`config.mk`:
```
export PLATFORM = sky130hd
export DESIGN_NAME = decoder_scan
export DESIGN_NICKNAME = d
export VERILOG_FILES = /design/src/rtl/decoder_scan.sv
export SDC_FILE = /design/constraint.sdc
export NUM_CORES = 1
export LEC_CHECK = 0
export ABC_AREA = 1
export BUFFER_PORTS_ARGS = -buffer_cell sky130_fd_sc_hd__buf_2
export CAP_MARGIN = 30
export CORE_MARGIN = 3
export CORE_UTILIZATION = 40
export CTS_CLUSTER_DIAMETER = 50
export DETAILED_ROUTE_END_ITERATION = 6
export SYNTH_ARGS = -nofsm -noshare
export SYNTH_HDL_FRONTEND = slang
export SYNTH_SLANG_ARGS = --single-unit
```
`constraint.sdc`:
```
create_clock -name clk -period 1.6 [get_ports clk]
set_input_delay 0.24 -clock clk [delete_from_list [all_inputs] [get_ports clk]]
set_output_delay 0.24 -clock clk [all_outputs]
set_load 0.02 [all_outputs]
```
`src/rtl/decoder_scan.sv`:
```
`default_nettype none
// ============================================================================
//  Module   : decoder_scan
//  Purpose  : Registered N-to-2^N one-hot decoder with an autonomous scan
//             mode. Direct mode decodes address `a` with one cycle of
//             latency. Scan mode steps the one-hot output round-robin through
//             the active channels, dwelling `div`+1 cycles on each.
//
//  Parameters
//    AW     : address width, output width is 2**AW
//    DIV_W  : width of the dwell divisor
//
//  Ports
//    clk    in   1        : clock, all state changes on the rising edge
//    rst_n  in   1        : synchronous active-low reset
//    en     in   1        : block enable, 0 forces IDLE and all-zero output
//    mode   in   1        : 0 = direct decode, 1 = scan
//    a      in   AW       : direct-mode address
//    div    in   DIV_W    : dwell length minus 1 (scan mode)
//    mask   in   2**AW    : per-channel scan enable (1 = active)
//    bcode  out  2**AW    : registered one-hot output, or all zero
//    idx    out  AW       : index currently decoded
//    tick   out  1        : one-cycle pulse when scan advances idx
//    wrap   out  1        : one-cycle pulse when the advance lands on an
//                           index <= the previous one
//
//  Build option
//    DECODER_SCAN_MASK_EN : when defined, `mask` selects the active channels
//                           and blanks bcode. When undefined, `mask` is
//                           ignored and all channels are active.
//
//  Revision : 1.0 - initial release
// ============================================================================
module decoder_scan #(
    parameter int AW    = 3,
    parameter int DIV_W = 16
) (
    input  logic             clk,
    input  logic             rst_n,
    input  logic             en,
    input  logic             mode,
    input  logic [AW-1:0]    a,
    input  logic [DIV_W-1:0] div,
    input  logic [2**AW-1:0] mask,
    output logic [2**AW-1:0] bcode,
    output logic [AW-1:0]    idx,
    output logic             tick,
    output logic             wrap
);

    localparam int c_num_ch = 2**AW;

    typedef enum logic [1:0] {
        S_IDLE   = 2'd0,
        S_DIRECT = 2'd1,
        S_SCAN   = 2'd2
    } state_t;

    // ------------------------------------------------------------------
    // Registered state
    // ------------------------------------------------------------------
    state_t              r_state;
    logic [c_num_ch-1:0] r_bcode;
    logic [AW-1:0]       r_idx;
    logic                r_tick;
    logic                r_wrap;
    logic [DIV_W-1:0]    r_pre;
    // Set while scanning with no active channel; the first edge that sees
    // an active channel again reloads the lowest one, exactly like entry.
    logic                r_need_load;

    // ------------------------------------------------------------------
    // Next-state values
    // ------------------------------------------------------------------
    state_t              w_state_nxt;
    logic [c_num_ch-1:0] w_bcode_nxt;
    logic [AW-1:0]       w_idx_nxt;
    logic                w_tick_nxt;
    logic                w_wrap_nxt;
    logic [DIV_W-1:0]    w_pre_nxt;
    logic                w_need_load_nxt;

    logic [c_num_ch-1:0] w_mask;
    logic [AW-1:0]       w_lowest;
    logic [AW-1:0]       w_next;
    logic                w_load;

    function automatic logic [c_num_ch-1:0] f_onehot(input logic [AW-1:0] i);
        logic [c_num_ch-1:0] v;
        v    = '0;
        v[i] = 1'b1;
        return v;
    endfunction

    // ------------------------------------------------------------------
    // Effective channel mask
    // ------------------------------------------------------------------
`ifdef DECODER_SCAN_MASK_EN
    assign w_mask = mask;
`else
    // OR-ing with all ones keeps the port referenced while forcing every
    // channel active.
    assign w_mask = mask | {c_num_ch{1'b1}};
`endif

    // Lowest active channel: scan from the top so the last hit wins.
    always_comb begin
        w_lowest = '0;
        for (int i = c_num_ch - 1; i >= 0; i--) begin
            if (w_mask[i]) begin
                w_lowest = AW'(i);
            end
        end
    end

    // Next active channel strictly above r_idx, modulo 2**AW. The offset
    // k = c_num_ch lands back on r_idx itself, so a single active channel
    // re-selects itself. Searching offsets from far to near lets the
    // nearest active channel overwrite the others.
    always_comb begin
        logic [AW-1:0] v_cand;
        w_next = r_idx;
        v_cand = r_idx;
        for (int k = c_num_ch; k >= 1; k--) begin
            v_cand = r_idx + AW'(k);
            if (w_mask[v_cand]) begin
                w_next = v_cand;
            end
        end
    end

    assign w_load = (r_state != S_SCAN) || r_need_load;

    // ------------------------------------------------------------------
    // FSM: next state depends only on en/mode, from any state
    // ------------------------------------------------------------------
    always_comb begin
        w_state_nxt = S_IDLE;
        if (en) begin
            w_state_nxt = mode ? S_SCAN : S_DIRECT;
        end
    end

    // Output/datapath values for the state being entered at this edge.
    always_comb begin
        w_bcode_nxt     = '0;
        w_idx_nxt       = r_idx;
        w_tick_nxt      = 1'b0;
        w_wrap_nxt      = 1'b0;
        w_pre_nxt       = '0;
        w_need_load_nxt = 1'b0;

        case (w_state_nxt)
            S_DIRECT: begin
                w_bcode_nxt = f_onehot(a);
                w_idx_nxt   = a;
            end

            S_SCAN: begin
                if (w_mask == '0) begin
                    // Nothing to scan: blank, freeze idx and prescaler.
                    w_pre_nxt       = r_pre;
                    w_need_load_nxt = 1'b1;
                end else if (w_load) begin
                    w_idx_nxt   = w_lowest;
                    w_bcode_nxt = f_onehot(w_lowest);
                end else if (r_pre == div) begin
                    // Equality compare: if div drops below the count, the
                    // prescaler runs on through DIV_W wrap-around.
                    w_idx_nxt   = w_next;
                    w_bcode_nxt = f_onehot(w_next) & w_mask;
                    w_tick_nxt  = 1'b1;
                    w_wrap_nxt  = (w_next <= r_idx);
                end else begin
                    w_pre_nxt   = r_pre + 1'b1;
                    w_bcode_nxt = f_onehot(r_idx) & w_mask;
                end
            end

            default: begin
                // IDLE: outputs zero, idx held, prescaler cleared.
            end
        endcase
    end

    // ------------------------------------------------------------------
    // State register
    // ------------------------------------------------------------------
    always_ff @(posedge clk) begin
        if (!rst_n) begin
            r_state     <= S_IDLE;
            r_bcode     <= '0;
            r_idx       <= '0;
            r_tick      <= 1'b0;
            r_wrap      <= 1'b0;
            r_pre       <= '0;
            r_need_load <= 1'b0;
        end else begin
            r_state     <= w_state_nxt;
            r_bcode     <= w_bcode_nxt;
            r_idx       <= w_idx_nxt;
            r_tick      <= w_tick_nxt;
            r_wrap      <= w_wrap_nxt;
            r_pre       <= w_pre_nxt;
            r_need_load <= w_need_load_nxt;
        end
    end

    assign bcode = r_bcode;
    assign idx   = r_idx;
    assign tick  = r_tick;
    assign wrap  = r_wrap;

endmodule
`default_nettype wire

```
==> out/metrics.cfg <==
[setup_path]
cp_num_buf_inv = 0
rr_worst_depth = 8
cp.depth = 8
path_delay_family = simple AND/OR/NAND/NOR gates
path_max_fanout = 5
r2r-end = r_pre[12]
critPathLaunchType = register
cpPeakStageDelay_ps = 360
cp_cell_sequence = ha_2 > nand3_2 > nor3_4 > nand3_2 > nor2_2 > nand2_1 > xor2_1 > nor2_1
cp-endpoint = r_pre[12]
arrival_ps = 1680
cpMostUsedCell = nand3_2
cpMaxStageDelayCell = dfxtp_2
cp-end-kind = register
worstReg2RegStart = r_pre[0]
worstPathRequired_ps = 1770
r2r_setup_slack_ps = 90
startpoint = r_pre[0]
path_class = reg2reg

[final_layout]
fin_nets = 393
final_cells = 427
area_delta_synth_final_pct = 20.7
layout-drive-gt1-share_pct = 27.2
finalInstanceArea_um2 = 2410
multi_input_area_um2 = 1120
diodes = 0
area.sequential_um2 = 634
fillers = 521

[power]
power_mw = 1.80
peakVddDrop_v = 0.000414
combPwrFrac_pct = 12.1
power_leakage_nw = 1.18
p_int_mw = 1.37
switching_power_uw = 428
clockPowerShare_pct = 44.1
power.density_nw_per_um2 = 748
switching_share_pct = 23.8
seq_power_share_pct = 43.9

[sta]
hold-worst-slack_ps = 256
worst_slack_ps = 93.0
max_slew_margin_pct = 78.7
timing.final.crit_share_pct = 94.2
maxSlewViolCount = 0
setup_viol = 0
finalHoldViolCount = 0
fin_crit_ps = 1510
skew_ps = 3.72
tightest_slew_ps = 316
clock.fmax_mhz = 664

[global_routing]
grt_max_degree = 17
gr-total-overflow = 0
met2_usage_pct = 26.6
grt_pass1_vias = 1801
grt_pass1_wl_um = 7290
busiest_layer = met2
grt_usage_pct = 15.0
antenna_found_initial = 0
use_met3_pct = 3.99
grt_use_met1_pct = 16.9

[routing]
routed_wl_um = 4020
avgRoutedWirePerCell_um = 9.42
route.vias.total = 1960
drc = 0
ant_nets = 0
via_per_inst = 4.59
drt_iter0_markers = 72
drtPass1Iterations = 5

[cts]
cts.sink_count = 31
clk_pin_slew_ps = 70
cts_resized = 0
clk_latency_ps = 280
hold_buffers = 0
htreeDepth = 2
post_cts.repair.setup_buffers = 0
cts_tree = built
cts_made_buffers = 5
clockBufferDepth = 2
ctsRootBufferMaster = clkbuf_8

[logic_synthesis]
ys.flop_type = dfxtp_1
synth-edff-count = 0
syn_nets = 349
ys_warn_count = 0
synth_area_um2 = 2000
synth_fa_ha_area_share_pct = 1.88
synth_mux_area_share_pct = 0
ys_seq_area_share_pct = 31.1
ys_types = 32
yosys.area_share.simple_pct = 44.6
synth_top_family_by_area = simple AND/OR/NAND/NOR gates
synthCells = 315
ys_ff_latch = 31
synth-compound-area-share_pct = 4.76
synth_xor_area_share_pct = 3.88
async_reset_ff_share_pct = 0
post_synth.cell_area_avg_um2 = 6.34

[placement]
pre_cts_slack_ps = 75.9
numPlacedInstances = 419
dp_hpwl_um = 3230
gp_congestion = 0.812
io_buffers = 35
dpl_cell_area_um2 = 2260

[job]
cap_violations = 0

[die]
core_area_um2 = 4790
row_count = 25
die_h_um = 76.7
dieArea_um2 = 5880
die_x_um = 76.7
io_pins = 44
start_util_pct = 41.7

[min_path]
hold_class = in2reg

[run_status]
outcome = finished, final reports clean

[worst register-to-register path, cell delays in order, from the launching register on]
cell and delay [ps]:
dfxtp_2 360, ha_2 210, nand3_2 110, nor3_4 270, nand3_2 100, nor2_2 110
nand2_1 70, xor2_1 130, nor2_1 50
[per-layer routing]
layer  vias up  routed length [µm]
met4         0                  82
li1       1049                   -
met5         -                   0
met3         8                 177
met2        34                1950
met1       869                1810
[area by class of cell]
| class | count | area share [%] |
|---|---|---|
| Timing Repair Buffer | 44 | 10.1 |
| Inverter | 56 | 8.93 |
| Multi-Input combinational cell | 221 | 46.3 |
| Sequential cell | 31 | 26.3 |
| Tap cell | 67 | 3.48 |
| Clock buffer | 6 | 3.43 |
| Clock inverter | 2 | 1.45 |
[synth_stat cells (3+ instances only)]
cell type | n | area share (%)
nand2_1 | 96 | 18
inv_1 | 44 | 8.3
nor2_1 | 38 | 7.1
dfxtp_1 | 31 | 31
nand3_1 | 23 | 5.8
a21oi_1 | 11 | 2.8
inv_2 | 11 | 2.1
nor3_1 | 11 | 2.8
nand4_1 | 6 | 1.9
xor2_1 | 5 | 2.2
nand2_2 | 4 | 1.3
nor2_2 | 4 | 1.3
buf_4 | 3 | 1.1
buf_6 | 3 | 1.7
ha_1 | 3 | 1.9
[sequential cells by signal (all words and copies together), names as in the netlist]
register,count
idx,3
tick,1
bcode,8
r_pre,16
wrap,1
r_state,2
[cell families (layout without fill, tap and decap cells)]
group,after synthesis,after routing
and+or+nand+nor,193,193
buffers and inverters,63,108
DFF,31,31
AOI/OAI and AO/OA,17,17
xor gates and xnor gates,8,8
adders and majority gates,3,3
[power groups by stage]
stage               Clock, mW  Combinational [mW]  Sequential (mW)
finish                  0.794               0.218            0.790
global route            0.845               0.250            0.791
CTS                     0.813               0.220            0.790
detailed placement          0               0.219            0.807
global placement            0               0.218            0.807
floorplan                   0               0.139            0.817
[how the worst min path moves through the flow]
stage	end	from	depth (start not counted)	slack, ps
2_1_floorplan	idx[2]	en	2	400
3_3_place_gp	r_pre[0]	r_pre[0]	1	470
3_5_place_dp	r_pre[0]	r_pre[0]	1	480
4_1_cts	r_state[0]	mode	4	250
5_1_grt	r_state[0]	mode	4	290
6_report	r_state[0]	mode	4	260
[layout by cell type (no fill, tap or decap), types with 2 or more instances in the layout]
master / instances
a21oi_1: 11
a22oi_1: 2
buf_2: 35
buf_4: 9
clkbuf_8: 6
dfxtp_1: 20
dfxtp_2: 11
ha_2: 2
inv_1: 44
inv_2: 11
nand2_1: 96
nand2_2: 4
nand2_4: 2
nand3_1: 22
nand3_2: 2
nand3_4: 2
nand4_1: 6
nor2_1: 36
nor2_2: 6
nor2_4: 2
nor3_1: 11
xnor2_1: 2
xor2_1: 5
[metrics by stage]
| step | utilization [%] | setup TNS [ps] |
|---|---|---|
| after floorplan | - | 0 |
| after global placement | 47.3 | 0 |
| after detailed placement | 47.3 | 0 |
| after CTS | 49.8 | 0 |
| after global routing | 50.4 | -8.29 |
| final | 50.4 | 0 |
Note: power is estimated with default switching activity, not from simulation.
